===== config.mk =====
export PLATFORM = sky130hd
export DESIGN_NAME = fir_chan_sched
export DESIGN_NICKNAME = d
export VERILOG_FILES = /design/src/rtl/fir_pkg.sv /design/src/rtl/fir_mac_unit.sv /design/src/rtl/fir_chan_sched.sv
export SDC_FILE = /design/constraint.sdc
export NUM_CORES = 2
export LEC_CHECK = 0
export CAP_MARGIN = 10
export CORE_ASPECT_RATIO = 1.1
export CORE_MARGIN = 4
export CORE_UTILIZATION = 56
export CTS_CLUSTER_DIAMETER = 40
export CTS_CLUSTER_SIZE = 16
export DETAILED_ROUTE_END_ITERATION = 10
export PLACE_DENSITY = 0.8
export SYNTH_ARGS = -nofsm -noshare
export SYNTH_HDL_FRONTEND = slang
export SYNTH_SLANG_ARGS = --single-unit

===== constraint.sdc =====
create_clock -name clk -period 7.83 [get_ports clk]
set_clock_uncertainty 0.05 [all_clocks]
set_input_delay 1.566 -clock clk [delete_from_list [all_inputs] [get_ports clk]]
set_output_delay 1.566 -clock clk [all_outputs]
set_load 0.01 [all_outputs]

===== src/rtl/fir_pkg.sv =====
// Shared defaults, FSM state encoding and sequencing lengths for the
// multi-channel time-multiplexed FIR scheduler.
package fir_pkg;

  localparam int FIR_WIDTH = 24;
  localparam int FIR_TAPS  = 128;
  localparam int FIR_NCH   = 4;
  localparam int FIR_SHIFT = 18;

  // Cycles spent after the last MAC address: one for read latency, one for the multiplier register.
  localparam int DRAIN_LEN = 2;

  typedef enum logic [2:0] {
    ST_INIT,
    ST_IDLE,
    ST_WRITE,
    ST_MAC,
    ST_DRAIN,
    ST_OUT
  } state_e;

  // INIT clears the whole delay RAM, one word per cycle.
  function automatic int init_len(input int nch, input int taps);
    return nch * taps;
  endfunction

endpackage


===== src/rtl/fir_mac_unit.sv =====
// Signed multiply-accumulate with a registered product; the accumulator
// wraps modulo 2^(2*WIDTH). clr empties both the pipeline and the sum.
module fir_mac_unit
  import fir_pkg::*;
#(
  parameter int WIDTH = FIR_WIDTH
) (
  input  logic                      clk,
  input  logic                      clr,
  input  logic                      en,
  input  logic signed [WIDTH-1:0]   a,
  input  logic signed [WIDTH-1:0]   b,
  output logic signed [2*WIDTH-1:0] acc
);

  logic signed [2*WIDTH-1:0] prod_p1_d;
  logic signed [2*WIDTH-1:0] prod_p1_q;
  logic                      vld_p1_q;
  logic signed [2*WIDTH-1:0] acc_p2_d;
  logic signed [2*WIDTH-1:0] acc_p2_q;

  always_comb begin
    prod_p1_d = a * b;
    acc_p2_d  = acc_p2_q;
    if (clr) begin
      acc_p2_d = '0;
    end else if (vld_p1_q) begin
      acc_p2_d = acc_p2_q + prod_p1_q;
    end
  end

  // p0 -> p1: product register
  always_ff @(posedge clk) begin
    if (clr) begin
      vld_p1_q <= 1'b0;
    end else begin
      vld_p1_q <= en;
    end
    prod_p1_q <= prod_p1_d;
  end

  // p1 -> p2: accumulator
  always_ff @(posedge clk) begin
    acc_p2_q <= acc_p2_d;
  end

  assign acc = acc_p2_q;

endmodule


===== src/rtl/fir_chan_sched.sv =====
// Round-robin scheduler that time-shares one MAC across NCH FIR channels,
// each with its own circular delay line in an external RAM.
module fir_chan_sched
  import fir_pkg::*;
#(
  parameter int WIDTH = FIR_WIDTH,
  parameter int TAPS  = FIR_TAPS,
  parameter int NCH   = FIR_NCH,
  parameter int SHIFT = FIR_SHIFT,
  localparam int TW   = $clog2(TAPS),
  localparam int CW   = $clog2(NCH),
  localparam int AW   = $clog2(NCH * TAPS)
) (
  input  logic                    clk,
  input  logic                    rst,
  input  logic [NCH-1:0]          req,
  input  logic [NCH*WIDTH-1:0]    sample,
  output logic [NCH-1:0]          ack,
  output logic                    busy,
  output logic [TW-1:0]           coef_addr,
  input  logic signed [WIDTH-1:0] coef_data,
  output logic [AW-1:0]           del_addr,
  output logic                    del_we,
  output logic signed [WIDTH-1:0] del_wdata,
  input  logic signed [WIDTH-1:0] del_rdata,
  output logic                    out_valid,
  output logic [CW-1:0]           out_ch,
  output logic signed [WIDTH-1:0] out_data
);

  localparam int INIT_LEN = init_len(NCH, TAPS);

  state_e                  state_q, state_d;
  logic [AW-1:0]           cnt_q, cnt_d;
  logic [CW-1:0]           ch_q, ch_d;
  logic [CW-1:0]           rr_q, rr_d;
  logic signed [WIDTH-1:0] samp_q, samp_d;
  logic [TW-1:0]           wptr_q [NCH];
  logic [TW-1:0]           wptr_d [NCH];
  logic                    rd_vld_q, rd_vld_d;

  logic                    grant_vld;
  logic [CW-1:0]           grant_ch;
  logic [CW-1:0]           idx;
  logic                    mac_clr;
  logic signed [2*WIDTH-1:0] acc;

  function automatic logic signed [WIDTH-1:0] trunc_acc(input logic signed [2*WIDTH-1:0] a);
    return a[SHIFT+WIDTH-1:SHIFT];
  endfunction

  // Scan starts just after the last granted channel, so it naturally wraps.
  always_comb begin
    grant_vld = 1'b0;
    grant_ch  = '0;
    idx       = '0;
    for (int i = 1; i <= NCH; i++) begin
      idx = rr_q + CW'(i);
      if (!grant_vld && req[idx]) begin
        grant_vld = 1'b1;
        grant_ch  = idx;
      end
    end
  end

  always_comb begin
    state_d   = state_q;
    cnt_d     = cnt_q;
    ch_d      = ch_q;
    rr_d      = rr_q;
    samp_d    = samp_q;
    wptr_d    = wptr_q;
    rd_vld_d  = (state_q == ST_MAC);
    ack       = '0;
    busy      = 1'b1;
    coef_addr = '0;
    del_addr  = '0;
    del_we    = 1'b0;
    del_wdata = '0;
    out_valid = 1'b0;
    out_ch    = '0;
    out_data  = '0;
    mac_clr   = 1'b0;
    case (state_q)
      ST_INIT: begin
        del_we   = 1'b1;
        del_addr = cnt_q;
        if (cnt_q == AW'(INIT_LEN - 1)) begin
          cnt_d   = '0;
          state_d = ST_IDLE;
        end else begin
          cnt_d = cnt_q + 1'b1;
        end
      end
      ST_IDLE: begin
        busy = 1'b0;
        if (grant_vld) begin
          ack[grant_ch] = 1'b1;
          ch_d          = grant_ch;
          rr_d          = grant_ch;
          samp_d        = sample[int'(grant_ch)*WIDTH +: WIDTH];
          state_d       = ST_WRITE;
        end
      end
      ST_WRITE: begin
        del_we    = 1'b1;
        del_addr  = {ch_q, wptr_q[ch_q]};
        del_wdata = samp_q;
        mac_clr   = 1'b1;
        cnt_d     = '0;
        state_d   = ST_MAC;
      end
      ST_MAC: begin
        // Newest sample pairs with coefficient 0, walking back through history.
        coef_addr = cnt_q[TW-1:0];
        del_addr  = {ch_q, wptr_q[ch_q] - cnt_q[TW-1:0]};
        if (cnt_q == AW'(TAPS - 1)) begin
          cnt_d   = '0;
          state_d = ST_DRAIN;
        end else begin
          cnt_d = cnt_q + 1'b1;
        end
      end
      ST_DRAIN: begin
        if (cnt_q == AW'(DRAIN_LEN - 1)) begin
          cnt_d   = '0;
          state_d = ST_OUT;
        end else begin
          cnt_d = cnt_q + 1'b1;
        end
      end
      ST_OUT: begin
        out_valid    = 1'b1;
        out_ch       = ch_q;
        out_data     = trunc_acc(acc);
        wptr_d[ch_q] = wptr_q[ch_q] + 1'b1;
        state_d      = ST_IDLE;
      end
      default: begin
        state_d = ST_INIT;
        cnt_d   = '0;
      end
    endcase
  end

  // p0: control state and captured sample
  always_ff @(posedge clk) begin
    if (rst) begin
      state_q  <= ST_INIT;
      cnt_q    <= '0;
      rr_q     <= CW'(NCH - 1);
      rd_vld_q <= 1'b0;
      for (int c = 0; c < NCH; c++) begin
        wptr_q[c] <= '0;
      end
    end else begin
      state_q  <= state_d;
      cnt_q    <= cnt_d;
      rr_q     <= rr_d;
      rd_vld_q <= rd_vld_d;
      wptr_q   <= wptr_d;
    end
    ch_q   <= ch_d;
    samp_q <= samp_d;
  end

  fir_mac_unit #(
    .WIDTH (WIDTH)
  ) u_mac (
    .clk (clk),
    .clr (mac_clr | rst),
    .en  (rd_vld_q),
    .a   (coef_data),
    .b   (del_rdata),
    .acc (acc)
  );

endmodule

==> metrics <==
CP arrival=a little under 8000 ps; status=complete, no violations; pin slew with the least headroom to its limit=1070 ps; main area contributors after synthesis=sky130_fd_sc_hd__fa_1 39%, sky130_fd_sc_hd__dfxtp_1 9.1%, sky130_fd_sc_hd__inv_1 7.9%; most frequent cells after synthesis=594 x sky130_fd_sc_hd__inv_1, 544 x sky130_fd_sc_hd__fa_1, 415 x sky130_fd_sc_hd__nand2_1; netlist area before placement=0.0281 mm^2; antenna violation net count after detailed routing=0; fraction of the core area covered by cells at the end of the flow=0.689; relative slew slack=0.288; Initial Util=0.570; buffers added on ports=222; Antenna Cells=0; post-route minimum period=just under 8000 ps; total die area=about 0.054 mm^2; Max Freq=130 MHz; dominant synthesized flop cell=sky130_fd_sc_hd__dfxtp_1; Die W=222 um; Yosys warning total=0; routed vias=22561; number of violations reported at the end of detailed-routing iteration 0=between 1500 and 2000; num ports=223; area leader, netlist=sky130_fd_sc_hd__fa_1; setup violators final=0; global-route usage over all layers=0.270; max-slew violations=0; CP Max Fanout=16; detailed placement HPWL=around 61000 um; NumNets Final=4399; R2R Path Start=u_mac.acc[0]; CTS Buf Count=17; DRC violation count after routing=0; average size of a mapped cell=roughly 9 um^2; placer's final routability congestion estimate=0.927; height of the die=243 um; endpoint type of the worst setup path=flip-flop; most instantiated library cell after synthesis=sky130_fd_sc_hd__inv_1; Detailed Route WL=73100 um; count of placed standard cells in the final layout, fillers left out=4192; Area Overhead vs Synth=20.7%; element type at the critical path start=input port; insertion delay to the later sink of the worst-skew pair=440 ps; area share of the leading cell type in the synthesized netlist=0.388; smallest hold slack=407 ps; Async S/R FF share, synth=0; worst setup path startpoint=del_rdata[14]; standard cell area after detailed placement=0.0327 mm^2; EDFF count, synth=26; placement row count=85; post-synthesis cell count=3167; root buffer selected by CTS=sky130_fd_sc_hd__clkbuf_16; Max H-tree Level=4; hold violation count in the final report=0; Placeable Area=roughly 0.049 mm^2; Seq cells post-synth=between 150 and 200; share of the clock period used by the worst path after layout=0.982; Max clock buf depth=2; startpoint-to-endpoint class of the critical path=input port to flip-flop; wire length of the first global-routing pass=120000 um; fraction of layout instances using a drive strength above 1=0.118; number of cells after detailed placement=between 4000 and 5000; Via-to-Cell Ratio=5.38; final cell area excluding filler cells=0.0339 mm^2; number of nets in the synthesized netlist=roughly 4000; required time at the worst-slack endpoint=8100 ps; worst hold path type=flip-flop to flip-flop; antenna violations before repair=0; count of cell types in the netlist=72; beginning of the worst hold path=rd_vld_q; number of optimization iterations in the first detailed-route pass=7; clock-pin slew of the registers on the worst-case setup and hold paths=70 ps; via count of the first global-routing pass=23802; pin count of the biggest net entering global routing=53; CTS tree=yes; # Max-Cap Violations=0; total clock sinks=about 150; Seq/Total Area, Yosys=0.119; wire length per cell=17.4 um; GRT Residual Overflow=0
==> logic make-up (layout without fill, tap and decap cells) <==
group,after synthesis,count (layout),share of synthesized area
xor gates and xnor gates,102,102,0.0318
and+or+nand+nor,1050,1050,0.185
muxes,45,45,0.0192
DFF,154,154,0.119
adders and majority gates,722,722,0.467
buffers and inverters,752,1125,0.101
AOI/OAI and AO/OA,342,342,0.0778
==> critical path: stages <==
cell and delay, ps:
sky130_fd_sc_hd__clkdlybuf4s50_1 400, sky130_fd_sc_hd__buf_4 170, sky130_fd_sc_hd__buf_4 190, sky130_fd_sc_hd__and2_1 160, sky130_fd_sc_hd__fa_1 490, sky130_fd_sc_hd__inv_1 50, sky130_fd_sc_hd__fa_1 490, sky130_fd_sc_hd__inv_1 60
sky130_fd_sc_hd__fa_1 490, sky130_fd_sc_hd__fa_2 640, sky130_fd_sc_hd__fa_1 440, sky130_fd_sc_hd__fa_1 490, sky130_fd_sc_hd__inv_1 40, sky130_fd_sc_hd__fa_1 480, sky130_fd_sc_hd__inv_1 40, sky130_fd_sc_hd__ha_1 210
sky130_fd_sc_hd__buf_4 140, sky130_fd_sc_hd__a211o_1 250, sky130_fd_sc_hd__a21oi_1 160, sky130_fd_sc_hd__a21boi_2 100, sky130_fd_sc_hd__a31oi_4 210, sky130_fd_sc_hd__o31ai_4 80, sky130_fd_sc_hd__nor3_2 140, sky130_fd_sc_hd__nor2_2 70
sky130_fd_sc_hd__buf_4 130, sky130_fd_sc_hd__a211o_1 250
==> metal layers <==
| layer | up-vias | global-route usage | wire length (um) |
|---|---|---|---|
| li1 | 10456 | - | - |
| met1 | 11202 | 0.366 | 30600 |
| met2 | 768 | 0.455 | 35700 |
| met3 | 135 | 0.0414 | 4840 |
| met4 | 0 | 0.0781 | 1990 |
| met5 | - | 0 | 0 |
==> final timing paths <==
kind / slack (ps) / end / depth (start not counted)
worst max register to register: 4550 / u_mac.acc[40] / 13
worst min register to register: 410 / u_mac.vld_p1_q / 1
worst min-delay path: 410 / u_mac.vld_p1_q / 1
worst max-delay path: 140 / u_mac.prod_p1_q[40] / 26
==> flip-flops by register name, indices dropped and copies added (netlist names) <==
name             cells
u_mac.prod_p1_q     42
rr_q                 2
u_mac.vld_p1_q       1
rd_vld_q             1
cnt_q                9
u_mac.acc           42
state_q              3
samp_q              24
wptr_q              28
ch_q                 2
==> cell type report <==
| cell class | instances | area, um^2 |
|---|---|---|
| sequential | 154 | 3340 |
| multi-input combinational | 2261 | 22300 |
| inverter | 596 | 2240 |
| timing repair buffer | 497 | 4630 |
| clock inverter | 12 | 104 |
| tap | 652 | 816 |
| fill | 3720 | 15300 |
| clock buffer | 20 | 447 |
==> what timing repair did <==
item                                    CTS  global route
pin swaps                                32            89
hold buffers                              0             0
gates resized for setup                  54           111
cloned                                    0             1
setup buffers                             8            13
endpoints found under the setup margin    7            11
==> layout by cell type (no fill, tap or decap), types with 9 or more instances in the layout <==
cell / instances
sky130_fd_sc_hd__a211oi_1: 32
sky130_fd_sc_hd__a21o_1: 37
sky130_fd_sc_hd__a21oi_1: 91
sky130_fd_sc_hd__a21oi_2: 12
sky130_fd_sc_hd__a31oi_1: 32
sky130_fd_sc_hd__and2_1: 277
sky130_fd_sc_hd__and3_1: 81
sky130_fd_sc_hd__buf_12: 17
sky130_fd_sc_hd__buf_4: 232
sky130_fd_sc_hd__buf_6: 22
sky130_fd_sc_hd__clkbuf_16: 18
sky130_fd_sc_hd__clkdlybuf4s50_1: 191
sky130_fd_sc_hd__dfxtp_1: 127
sky130_fd_sc_hd__dlygate4sd2_1: 14
sky130_fd_sc_hd__dlymetal6s2s_1: 15
sky130_fd_sc_hd__edfxtp_1: 26
sky130_fd_sc_hd__fa_1: 516
sky130_fd_sc_hd__fa_2: 28
sky130_fd_sc_hd__ha_1: 169
sky130_fd_sc_hd__ha_4: 9
sky130_fd_sc_hd__inv_1: 582
sky130_fd_sc_hd__inv_2: 13
sky130_fd_sc_hd__mux2i_1: 38
sky130_fd_sc_hd__nand2_1: 413
sky130_fd_sc_hd__nand2b_1: 18
sky130_fd_sc_hd__nand3_1: 16
sky130_fd_sc_hd__nand4_1: 14
sky130_fd_sc_hd__nor2_1: 135
sky130_fd_sc_hd__nor2b_1: 24
sky130_fd_sc_hd__nor3_1: 21
sky130_fd_sc_hd__nor3b_1: 9
sky130_fd_sc_hd__o21a_1: 12
sky130_fd_sc_hd__o21ai_0: 36
sky130_fd_sc_hd__o21ai_1: 21
sky130_fd_sc_hd__o21bai_1: 11
sky130_fd_sc_hd__xnor2_1: 72
sky130_fd_sc_hd__xor2_1: 29
==> through the flow <==
step | setup slack, ps | setup TNS (ps)
finish | 140 | 0
global route | -75.7 | -264
CTS | 1.24 | 0
detailed placement | -767 | -7960
global placement | -555 | -5430
floorplan | 32.0 | 0
Power is left out: the tool's default activity adds up to more than one toggle a clock period on the data nets, which glitch-free logic cannot reach.
